**config.mk**
```make
export PLATFORM = sky130hd
export DESIGN_NAME = ym2413_audio_out
export DESIGN_NICKNAME = d
export VERILOG_FILES = /design/src/rtl/ym2413_audio_out_pkg.sv /design/src/rtl/ym2413_ds_dac.sv /design/src/rtl/ym2413_audio_out.sv
export SDC_FILE = /design/constraint.sdc
export NUM_CORES = 1
export LEC_CHECK = 0
export CAP_MARGIN = 20
export CORE_ASPECT_RATIO = 0.5
export CORE_MARGIN = 2
export CORE_UTILIZATION = 52
export DETAILED_ROUTE_END_ITERATION = 6
export PLACE_DENSITY = 0.76
export SYNTH_ARGS = -nofsm -noshare
export SYNTH_HDL_FRONTEND = slang
export SYNTH_SLANG_ARGS = --single-unit
export TNS_END_PERCENT = 50
```
**constraint.sdc**
```tcl
create_clock -name clk -period 2.25 [get_ports clk]
set_input_delay 0.5625 -clock clk [delete_from_list [all_inputs] [get_ports clk]]
set_output_delay 0.5625 -clock clk [all_outputs]
set_load 0.02 [all_outputs]
```
**src/rtl/ym2413_audio_out_pkg.sv**
```systemverilog
// ym2413_audio_out_pkg
// Shared widths and the mixer FSM state type for the YM2413 audio output
// stage (ym2413_audio_out) and its delta-sigma DAC (ym2413_ds_dac).
package ym2413_audio_out_pkg;

    localparam int FM_W     = 11;  // FM sample / external audio width
    localparam int MIX_W    = 12;  // mixed PCM width
    localparam int PROD_W   = 15;  // sample * fm_vol product width
    localparam int VOL_W    = 4;   // FM gain width (n/16)
    localparam int DS_ACC_W = 12;  // delta-sigma accumulator width

    typedef enum logic [2:0] {
        ST_IDLE,
        ST_MUL,
        ST_SUM,
        ST_FILT,
        ST_OUT
    } state_t;

endpackage

```
**src/rtl/ym2413_ds_dac.sv**
```systemverilog
// ym2413_ds_dac
// First-order carry-out delta-sigma modulator with a clock-enable divider.
// Every DS_DIV clk cycles the 12-bit accumulator adds mix_out; the carry out
// of that add becomes the DAC bit and is held until the next update, so the
// ones density of dac_out is mix_out/4096.
//
// Parameters:
//   DS_DIV  update period in clk cycles (1..255)
// Ports:
//   clk      system clock
//   res_n    synchronous active-low reset
//   mix_out  12-bit unsigned PCM level to modulate
//   dac_out  1-bit delta-sigma stream
module ym2413_ds_dac
    import ym2413_audio_out_pkg::*;
#(
    parameter int DS_DIV = 1
) (
    input  logic             clk,
    input  logic             res_n,
    input  logic [MIX_W-1:0] mix_out,
    output logic             dac_out
);

    localparam int CNT_W = 8;

    if (DS_DIV < 1 || DS_DIV > 255) begin : g_ds_div_chk
        $error("ym2413_ds_dac: DS_DIV must be 1..255");
    end

    logic [CNT_W-1:0]    div_cnt;
    logic                ds_ce;
    logic [DS_ACC_W-1:0] dacc;
    logic [DS_ACC_W:0]   ds_sum;

    assign ds_ce  = (div_cnt == CNT_W'(DS_DIV - 1));
    assign ds_sum = (DS_ACC_W + 1)'(dacc) + (DS_ACC_W + 1)'(mix_out);

    always_ff @(posedge clk) begin
        if (!res_n) begin
            div_cnt <= '0;
            dacc    <= '0;
            dac_out <= 1'b0;
        end else begin
            if (ds_ce) begin
                div_cnt <= '0;
                dacc    <= ds_sum[DS_ACC_W-1:0];
                dac_out <= ds_sum[DS_ACC_W];
            end else begin
                div_cnt <= div_cnt + CNT_W'(1);
            end
        end
    end

endmodule

```
**src/rtl/ym2413_audio_out.sv**
```systemverilog
// ym2413_audio_out
// Output stage behind the YM2413 synthesis core. Each accepted strobe latches
// the FM sample, external audio and FM gain, multiplies sample*fm_vol with a
// 4-cycle shift-add, scales by 1/16, adds the external audio and (optionally)
// runs the mix through a first-order IIR low-pass before publishing it on
// mix_out. mix_out also drives a delta-sigma 1-bit DAC.
//
// Build option:
//   YM2413_AUDIO_OUT_FILTER_EN  defined   -> IIR stage present, latency 7
//                               undefined -> no IIR, latency 6, FILT_K unused
// Parameters:
//   FILT_K  IIR shift, pole = 1-2^-FILT_K (1..4)
//   DS_DIV  delta-sigma update period in clk cycles (1..255)
// Ports:
//   clk          system clock
//   res_n        synchronous active-low reset
//   sample_in    11-bit unsigned FM sample
//   sample_stb   one-cycle pulse, sample_in/ext_in valid
//   ext_in       11-bit unsigned external audio
//   fm_vol       FM gain n/16
//   mix_out      12-bit unsigned mix
//   mix_vld      one-cycle pulse when mix_out updates
//   sample_drop  one-cycle pulse, strobe arrived while busy
//   dac_out      delta-sigma bitstream
module ym2413_audio_out
    import ym2413_audio_out_pkg::*;
#(
    parameter int FILT_K = 2,
    parameter int DS_DIV = 1
) (
    input  logic             clk,
    input  logic             res_n,
    input  logic [FM_W-1:0]  sample_in,
    input  logic             sample_stb,
    input  logic [FM_W-1:0]  ext_in,
    input  logic [VOL_W-1:0] fm_vol,
    output logic [MIX_W-1:0] mix_out,
    output logic             mix_vld,
    output logic             sample_drop,
    output logic             dac_out
);

    if (FILT_K < 1 || FILT_K > 4) begin : g_filt_k_chk
        $error("ym2413_audio_out: FILT_K must be 1..4");
    end

    // 1/16 gain scaling followed by the external mix. 1919 + 2047 still fits
    // in 12 bits, so no saturation is required.
    function automatic logic [MIX_W-1:0] mix_sum(input logic [PROD_W-1:0] p,
                                                 input logic [FM_W-1:0]   e);
        return MIX_W'(p[PROD_W-1:VOL_W]) + MIX_W'(e);
    endfunction

    state_t             state;
    logic [1:0]         bit_cnt;
    logic [PROD_W-1:0]  mcand_p0;
    logic [VOL_W-1:0]   mplier_p0;
    logic [PROD_W-1:0]  prod_p0;
    logic [FM_W-1:0]    ext_p0;
    logic               busy;

`ifdef YM2413_AUDIO_OUT_FILTER_EN
    localparam int ACC_W = MIX_W + FILT_K;

    // acc holds y * 2^FILT_K; its steady state is mix * 2^FILT_K, so it
    // cannot wrap with ACC_W = MIX_W + FILT_K.
    function automatic logic [ACC_W-1:0] iir_step(input logic [ACC_W-1:0] a,
                                                  input logic [MIX_W-1:0] x);
        return a + ACC_W'(x) - (a >> FILT_K);
    endfunction

    logic [MIX_W-1:0] mix_p1;
    logic [ACC_W-1:0] acc_p2;
    logic [ACC_W-1:0] acc_nxt;

    assign acc_nxt = iir_step(acc_p2, mix_p1);
`endif

    // OUT is the last busy cycle but already able to accept a new strobe,
    // which gives a strobe-to-strobe spacing equal to the latency.
    assign busy = (state != ST_IDLE) && (state != ST_OUT);

    always_ff @(posedge clk) begin
        if (!res_n) begin
            state       <= ST_IDLE;
            bit_cnt     <= '0;
            mcand_p0    <= '0;
            mplier_p0   <= '0;
            prod_p0     <= '0;
            ext_p0      <= '0;
            mix_out     <= '0;
            mix_vld     <= 1'b0;
            sample_drop <= 1'b0;
`ifdef YM2413_AUDIO_OUT_FILTER_EN
            mix_p1      <= '0;
            acc_p2      <= '0;
`endif
        end else begin
            mix_vld     <= 1'b0;
            sample_drop <= sample_stb && busy;

            case (state)
                // Stage 0: capture operands
                ST_IDLE, ST_OUT: begin
                    if (sample_stb) begin
                        mcand_p0  <= PROD_W'(sample_in);
                        mplier_p0 <= fm_vol;
                        prod_p0   <= '0;
                        ext_p0    <= ext_in;
                        bit_cnt   <= '0;
                        state     <= ST_MUL;
                    end else begin
                        state     <= ST_IDLE;
                    end
                end

                // Shift-add multiply, one gain bit per cycle, LSB first
                ST_MUL: begin
                    if (mplier_p0[0]) begin
                        prod_p0 <= prod_p0 + mcand_p0;
                    end
                    mcand_p0  <= mcand_p0 << 1;
                    mplier_p0 <= mplier_p0 >> 1;
                    bit_cnt   <= bit_cnt + 2'd1;
                    if (bit_cnt == 2'd3) begin
                        state <= ST_SUM;
                    end
                end

                // Stage 1: scale and mix
                ST_SUM: begin
`ifdef YM2413_AUDIO_OUT_FILTER_EN
                    mix_p1  <= mix_sum(prod_p0, ext_p0);
                    state   <= ST_FILT;
`else
                    mix_out <= mix_sum(prod_p0, ext_p0);
                    mix_vld <= 1'b1;
                    state   <= ST_OUT;
`endif
                end

`ifdef YM2413_AUDIO_OUT_FILTER_EN
                // Stage 2: IIR low-pass, result published on entry to OUT
                ST_FILT: begin
                    acc_p2  <= acc_nxt;
                    mix_out <= MIX_W'(acc_nxt >> FILT_K);
                    mix_vld <= 1'b1;
                    state   <= ST_OUT;
                end
`endif

                default: begin
                    state <= ST_IDLE;
                end
            endcase
        end
    end

    ym2413_ds_dac #(
        .DS_DIV (DS_DIV)
    ) u_ds_dac (
        .clk     (clk),
        .res_n   (res_n),
        .mix_out (mix_out),
        .dac_out (dac_out)
    );

endmodule

```
==> results of run 1 <==
[layout by cell type (no fill, tap or decap), types with 12 or more instances in the layout]
cell type	count
and2_1	21
a22oi_1	20
o21ai_0	29
nor2_1	29
xor2_1	17
buf_4	13
nor2b_1	13
inv_1	16
dfxtp_1	82
nand3_1	22
a21boi_0	14
ha_1	40
a21o_1	12
xnor2_1	14
clkdlybuf4s50_1	42
a21boi_1	17
a21oi_1	19
nand2_1	79
[layout make-up]
| type | count | share of cell area (%) |
|---|---|---|
| Timing Repair Buffer | 57 | 9.56 |
| Tap cell | 117 | 2.58 |
| Clock buffer | 13 | 4.58 |
| Multi-Input combinational cell | 430 | 51.4 |
| Sequential cell | 85 | 30.0 |
| Inverter | 16 | 1.06 |
| Clock inverter | 3 | 0.771 |
[flip-flops by register name (all words and copies together), names as in the netlist, 2 cells and up]
| register | count |
|---|---|
| bit_cnt | 2 |
| ext_p0 | 11 |
| mcand_p0 | 15 |
| mix_out | 12 |
| mplier_p0 | 4 |
| prod_p0 | 15 |
| state | 3 |
| u_ds_dac.dacc | 12 |
| u_ds_dac.div_cnt | 8 |
[cell families (layout without fill, tap and decap cells)]
group           count (synthesis)  after routing  share of synthesized area [%]
simple gates                  190            190                           18.9
compound gates                162            162                           23.8
flops                          85             85                           35.9
fa+ha+maj                      43             43                           11.8
buf+inv                        38             89                           3.01
xor+xnor                       31             31                           5.73
mux                             4              4                          0.845
[layer usage]
| layer | wire length (µm) | up-vias | share of wire, % |
|---|---|---|---|
| met2 | 4280 | 61 | 44 |
| met4 | 116 | 0 | 1.2 |
| li1 | - | 2050 | - |
| met3 | 373 | 13 | 3.9 |
| met5 | 0 | - | 0 |
| met1 | 4870 | 1794 | 51 |
[stage by stage]
stage               util (%)  hold slack (ps)  setup WS, ps  instances  instance area [µm²]
floorplan                  -              435          54.0        553                 4740
global placement        60.8              443          5.36        704                 5340
detailed placement      60.8              452         -44.8        704                 5340
CTS                     64.4              459          29.0        720                 5650
global route            64.8              485         -34.0        721                 5680
finish                  64.8              457          65.2        721                 5680
[worst max path at each step]
stage / startpoint / endpoint / slack [ps] / cells after the start
final: mcand_p0[1] / prod_p0[13] / 70 / 8
after global routing: mcand_p0[0] / prod_p0[14] / -30 / 9
after CTS: mcand_p0[0] / prod_p0[14] / 30 / 9
after detailed placement: mcand_p0[0] / prod_p0[14] / -40 / 9
after global placement: mcand_p0[0] / prod_p0[14] / 5 / 9
after floorplan: mcand_p0[0] / prod_p0[14] / 50 / 9
[worst reg2reg max path: stages (launching register included)]
cell and delay [ps]:
dfxtp_2 340, ha_1 320, a211oi_2 240, nor2_2 90, o31ai_4 280, o21a_4 180, a21oi_2 60, or4b_1 510
nand3_1 90
[timing repair]
| item | in CTS | in global routing |
|---|---|---|
| setup endpoints to repair | 3 | 10 |
| buffers inserted | 0 | 1 |
| gates resized for setup | 2 | 9 |
| pin swaps | 0 | 6 |
[power groups by stage]
stage          clock, µW  combinational [µW]  sequential, µW
3_5_place_dp           0                 283            1610
6_report            1510                 284            1570
5_1_grt             1610                 317            1580
2_1_floorplan          0                 175            1600
3_3_place_gp           0                 279            1600
4_1_cts             1540                 285            1570
==> metrics.txt, run 1 <==
Worst EP arrival=2470 ps; core region area=8770 µm²; Final nets=671; biggest cell delay along the critical path=510 ps; leakage power=0.00234 µW; Period minus WS final=2180 ps; routing usage on met3=6.48%; hold path depth=2; Antenna Nets Post-Route=0; start point of the worst hold path=ext_p0[8]; Antenna Diode Count=0; area occupied by registers=1710 µm²; via count of the first global-routing pass=3790; Routability Congestion=0.855; total wire length after detailed routing=9650 µm; kind of path behind the tightest hold check=reg2reg; RSZ-0062 raised after global routing=true; switching power of the nets=764 µW; main area contributors after synthesis=dfxtp_1 36%, ha_1 11%, nand2_1 6.3%; most frequently used cell type in the post-synthesis netlist=dfxtp_1; clock root cell=clkbuf_16; share of flip-flops with an asynchronous set or reset after synthesis=0%; worst hold path endpoint=ext_p0[8]; filler cell count in the final layout=764; router iterations before antenna repair=4; Num CTS Buffers=9; Reg2Reg Launch Point=mcand_p0[1]; slowest library cell on the worst path=or4b_1; Pins Over Slew Limit=0; cell accounting for the most synthesized area=dfxtp_1; predominant post-synthesis flop cell=dfxtp_1; initial cell density of the core=54.0%; CTS clk-pin slew, worst paths=60 ps; Reg power frac=46.7%; synth unique cells=51; DPL Wire Length=7130 µm; family of cells with the greatest summed delay on the critical path=compound AO/OA/AOI/OAI gates; global routing met1 resource utilization=28.0%; Final setup viols=0; Setup TNS Final=0 ps; vertical die dimension=71.5 µm; # clock sinks=85; vias after detailed routing=3918; Tot GR Track Use=21.5%; area of the multi-input gates=2920 µm²; post-route DRC violation count=0; initial antenna violation count=0; clock tree from TritonCTS=built; fraction of final layout cells sized beyond drive strength 1=8.44%; combinational share of power=8.4%; Setup Crit Path Kind=reg2reg; Die W=139 µm; required time worst endpoint=2540 ps; cell count after synthesis=553; most instantiated cells after synthesis=85 x dfxtp_1, 79 x nand2_1, 40 x ha_1, 30 x nor2_1, 29 x o21ai_0; internal power consumption=2600 µW; row cnt=24; end of the worst register-to-register path=prod_p0[13]; sum of buffers and inverters on the critical path=0; growth of design area from synthesis to finish=20.0%; fraction of synthesized cell area taken by the top area cell type=35.9%; total standard cell area after synthesis=4740 µm²; Max-cap violations=0; switching power share of the total=22.7%; number of register bits inferred by synthesis=85; clock network latency to the later pin of the worst-skew pair=350 ps; Post-Route Skew=4.74 ps; Max Freq=458 MHz; drt via density=5.43; wire length per cell=13.4 µm; nature of the critical path startpoint=flop; GRT busiest layer=met2; Register-to-Register Setup Slack=70 ps; critical path capture point type=flop; count of endpoints failing hold in the final timing report=0; EDFF count, synth=0; syn nets=625; share of the clock period used by the worst path after layout=97.1%; power per standard cell area=592 nW/µm²; maximum root-to-sink buffer count=2; DRT iter0 DRCs=194; mean cell area of the mapped netlist=8.56 µm²; GR met2 Demand/Resource=35.3%; largest fanout on the critical path=4; VDD IR max=0.383 mV; share of total power in the clock network=44.8%; largest net degree at the start of global routing=23; overall power of the completed layout=3370 µW; Congestion Overflow GR=0; Ys Warns=0; post-synthesis sequential area ratio=35.9%; outcome=complete, no violations; Max transition margin=69.4%; Register-to-Register Path Depth=8; number of buffers added to fix hold violations after cts=0; die area=9930 µm²; I/O Buffers=43; cells along the critical path=ha_1 > a211oi_2 > nor2_2 > o31ai_4 > o21a_4 > a21oi_2 > or4b_1 > nand3_1; top-level port count=44; depth of the CTS H-tree=3; first-pass GRT wire length=17300 µm; Slew @ Worst Pin=457 ps
Power figures use the tool's default switching activity.
==> run 2, diff against run 1 <==
- SLEW_MARGIN: not set -> 20
==> results of run 2 <==
No change in the layout: final DEF, timing and power equal those of run 1.
==> run 3, diff against run 2 <==
- ABC_CLOCK_PERIOD_IN_PS: not set -> 2250
- GPL_TIMING_DRIVEN: not set -> 0
==> run 3 against run 2 <==
Critical path depth up 2. Wire length is 12% higher. Clock skew increased by 1.1 ps. Utilization grew 0.21 points. Worst hold slack got worse by 0.97 ps. Combinational power about the same. Maximum frequency shrank 1.6%. Largest cell class unchanged. Highest routed layer unchanged. Sequential share of layout area shrank 0.12 points. Count of clock-buffer cells in the layout rose by 1. Sequential cell count did not move. Worst setup slack worse by 35 ps. Critical endpoint is now prod_p0[14].
==> metrics.txt, run 3 (synthesis gave the netlist of run 1 again) <==
Final nets=681 (was 671); largest fanout on the critical path=3 (was 4); depth of the CTS H-tree=3 (unchanged); CTS clk-pin slew, worst paths=60 ps (about the same); outcome=complete, no violations (unchanged); total wire length after detailed routing=10800 µm (was 9650 µm); Period minus WS final=2220 ps (was 2180 ps); Antenna Nets Post-Route=0 (unchanged); nature of the critical path startpoint=flop (unchanged); wire length per cell=14.8 µm (was 13.4 µm); row cnt=24 (unchanged); Max-cap violations=0 (unchanged); number of buffers added to fix hold violations after cts=0 (unchanged); critical path capture point type=flop (unchanged); Max Freq=451 MHz (was 458 MHz); initial antenna violation count=0 (unchanged); slowest library cell on the worst path=fa_2 (was or4b_1); RSZ-0062 raised after global routing=true (unchanged); router iterations before antenna repair=5 (was 4); DPL Wire Length=7810 µm (was 7130 µm); die area=9930 µm² (unchanged); Post-Route Skew=5.84 ps (was 4.74 ps); largest net degree at the start of global routing=14 (was 23); count of endpoints failing hold in the final timing report=0 (unchanged); Antenna Diode Count=0 (unchanged); VDD IR max=0.409 mV (was 0.383 mV); Regs by FF count=mcand_p0: 15 flops, prod_p0: 15 flops (unchanged); Pins Over Slew Limit=0 (unchanged); commonest cells after routing, fill and taps aside=83 x dfxtp_1, 79 x nand2_1, 42 x clkdlybuf4s50_1, 38 x ha_1, 30 x nor2_1 (was 82 x dfxtp_1, 79 x nand2_1, 42 x clkdlybuf4s50_1, 40 x ha_1); Register-to-Register Setup Slack=30 ps (was 70 ps); clock network latency to the later pin of the worst-skew pair=340 ps (was 350 ps); # clock sinks=85 (unchanged); Slew @ Worst Pin=654 ps (was 457 ps); drt via density=5.48 (was 5.43); maximum root-to-sink buffer count=2 (unchanged); Final setup viols=0 (unchanged); switching power share of the total=22.6% (was 22.7%); overall power of the completed layout=3460 µW (was 3370 µW); Reg power frac=45.5% (was 46.7%); Tot GR Track Use=22.9% (was 21.5%); cells along the critical path=ha_2 > fa_2 > a21o_1 > a41oi_2 > a21oi_2 > o22ai_2 > buf_4 > o21ai_2 > xor2_1 > o311ai_1 (was ha_1 > a211oi_2 > nor2_2 > o31ai_4 > o21a_4 > a21oi_2 > or4b_1 > nand3_1); clock tree from TritonCTS=built (unchanged); vias after detailed routing=4003 (was 3918); internal power consumption=2680 µW (was 2600 µW); clock root cell=clkbuf_16 (unchanged); DRT iter0 DRCs=234 (was 194); vertical die dimension=71.5 µm (unchanged); biggest cell delay along the critical path=350 ps (was 510 ps); power per standard cell area=607 nW/µm² (was 592 nW/µm²); growth of design area from synthesis to finish=20.4% (was 20.0%); Setup Crit Path Kind=reg2reg (unchanged); via count of the first global-routing pass=3787 (was 3790); required time worst endpoint=2500 ps (was 2540 ps); share of total power in the clock network=46.3% (was 44.8%); Die W=139 µm (unchanged); leakage power=0.00231 µW (was 0.00234 µW); share of the clock period used by the worst path after layout=98.6% (was 97.1%); initial cell density of the core=54.0% (unchanged); commonest non-fill, non-tap cell in the layout=dfxtp_1 (unchanged); Congestion Overflow GR=0 (unchanged); kind of path behind the tightest hold check=reg2reg (unchanged); Max transition margin=56.4% (was 69.4%); core region area=8770 µm² (unchanged); switching power of the nets=782 µW (was 764 µW); I/O Buffers=42 (was 43); Worst EP arrival=2470 ps (about the same); post-route DRC violation count=0 (unchanged); Num CTS Buffers=9 (unchanged); combinational share of power=8.2% (was 8.4%); Cell Count, Final, Fillers Out=731 (was 721); top-level port count=44 (unchanged); fraction of final layout cells sized beyond drive strength 1=7.17% (was 8.44%); number of instances in the placed design=712 (was 704); first-pass GRT wire length=18000 µm (was 17300 µm); Routability Congestion=0.892 (was 0.855)
run 3: area by class of cell:
class / instances / area [µm²]
clock buffer: 14 / 294
multi-input combinational: 430 / 2930
clock inverter: 2 / 37.5
tap: 117 / 146
timing repair buffer: 45 / 443
sequential: 85 / 1700
buffer: 22 / 83.8
fill: 742 / 3070
inverter: 16 / 60.1
run 3: per-layer routing:
metal | GRT usage, % | vias to the layer above | routed length (µm)
met4 | 5.72 | 0 | 118
met3 | 5.28 | 11 | 390
met1 | 29.6 | 1851 | 5310
li1 | - | 2066 | -
met2 | 39.6 | 75 | 5010
met5 | 0 | - | 0
run 3: path summary, 6_finish.rpt:
check | start | to | cells past startpoint
worst min-delay path | ext_p0[8] | ext_p0[8] | 2
worst min register to register | ext_p0[8] | ext_p0[8] | 2
worst max register to register | mcand_p0[0] | prod_p0[14] | 10
worst max-delay path | mcand_p0[0] | prod_p0[14] | 10
run 3: power groups by stage:
stage	registers [µW]	logic (µW)	clock network, µW
2_1_floorplan	1600	175	0
3_3_place_gp	1610	277	0
3_5_place_dp	1610	280	0
4_1_cts	1570	283	1630
5_1_grt	1580	317	1680
6_report	1570	284	1600
run 3: critical path, delay by kind of cell (launching register included):
family,cells,cell delay (ps)
flops,1,330
xor+xnor,1,140
compound gates,6,940
buf+inv,1,140
fa+ha+maj,2,570
run 3: repair_timing:
action | 4_1_cts | 5_1_grt
setup buffers | 1 | 2
setup endpoints to repair | 3 | 15
cloned | 0 | 0
gates resized for setup | 4 | 12
pin swaps | 1 | 5
run 3: per-stage QoR:
| stage | hold slack [ps] | instance area (µm²) | setup TNS, ps | util (%) | setup WS, ps |
|---|---|---|---|---|---|
| 3_5_place_dp | 451 | 5300 | -4890 | 60.5 | -246 |
| 6_report | 456 | 5700 | 0 | 65.0 | 30.7 |
| 2_1_floorplan | 435 | 4740 | 0 | - | 54.0 |
| 3_3_place_gp | 445 | 5300 | -4290 | 60.5 | -221 |
| 4_1_cts | 459 | 5660 | 0 | 64.5 | 20.4 |
| 5_1_grt | 479 | 5700 | -91.3 | 65.0 | -60.1 |
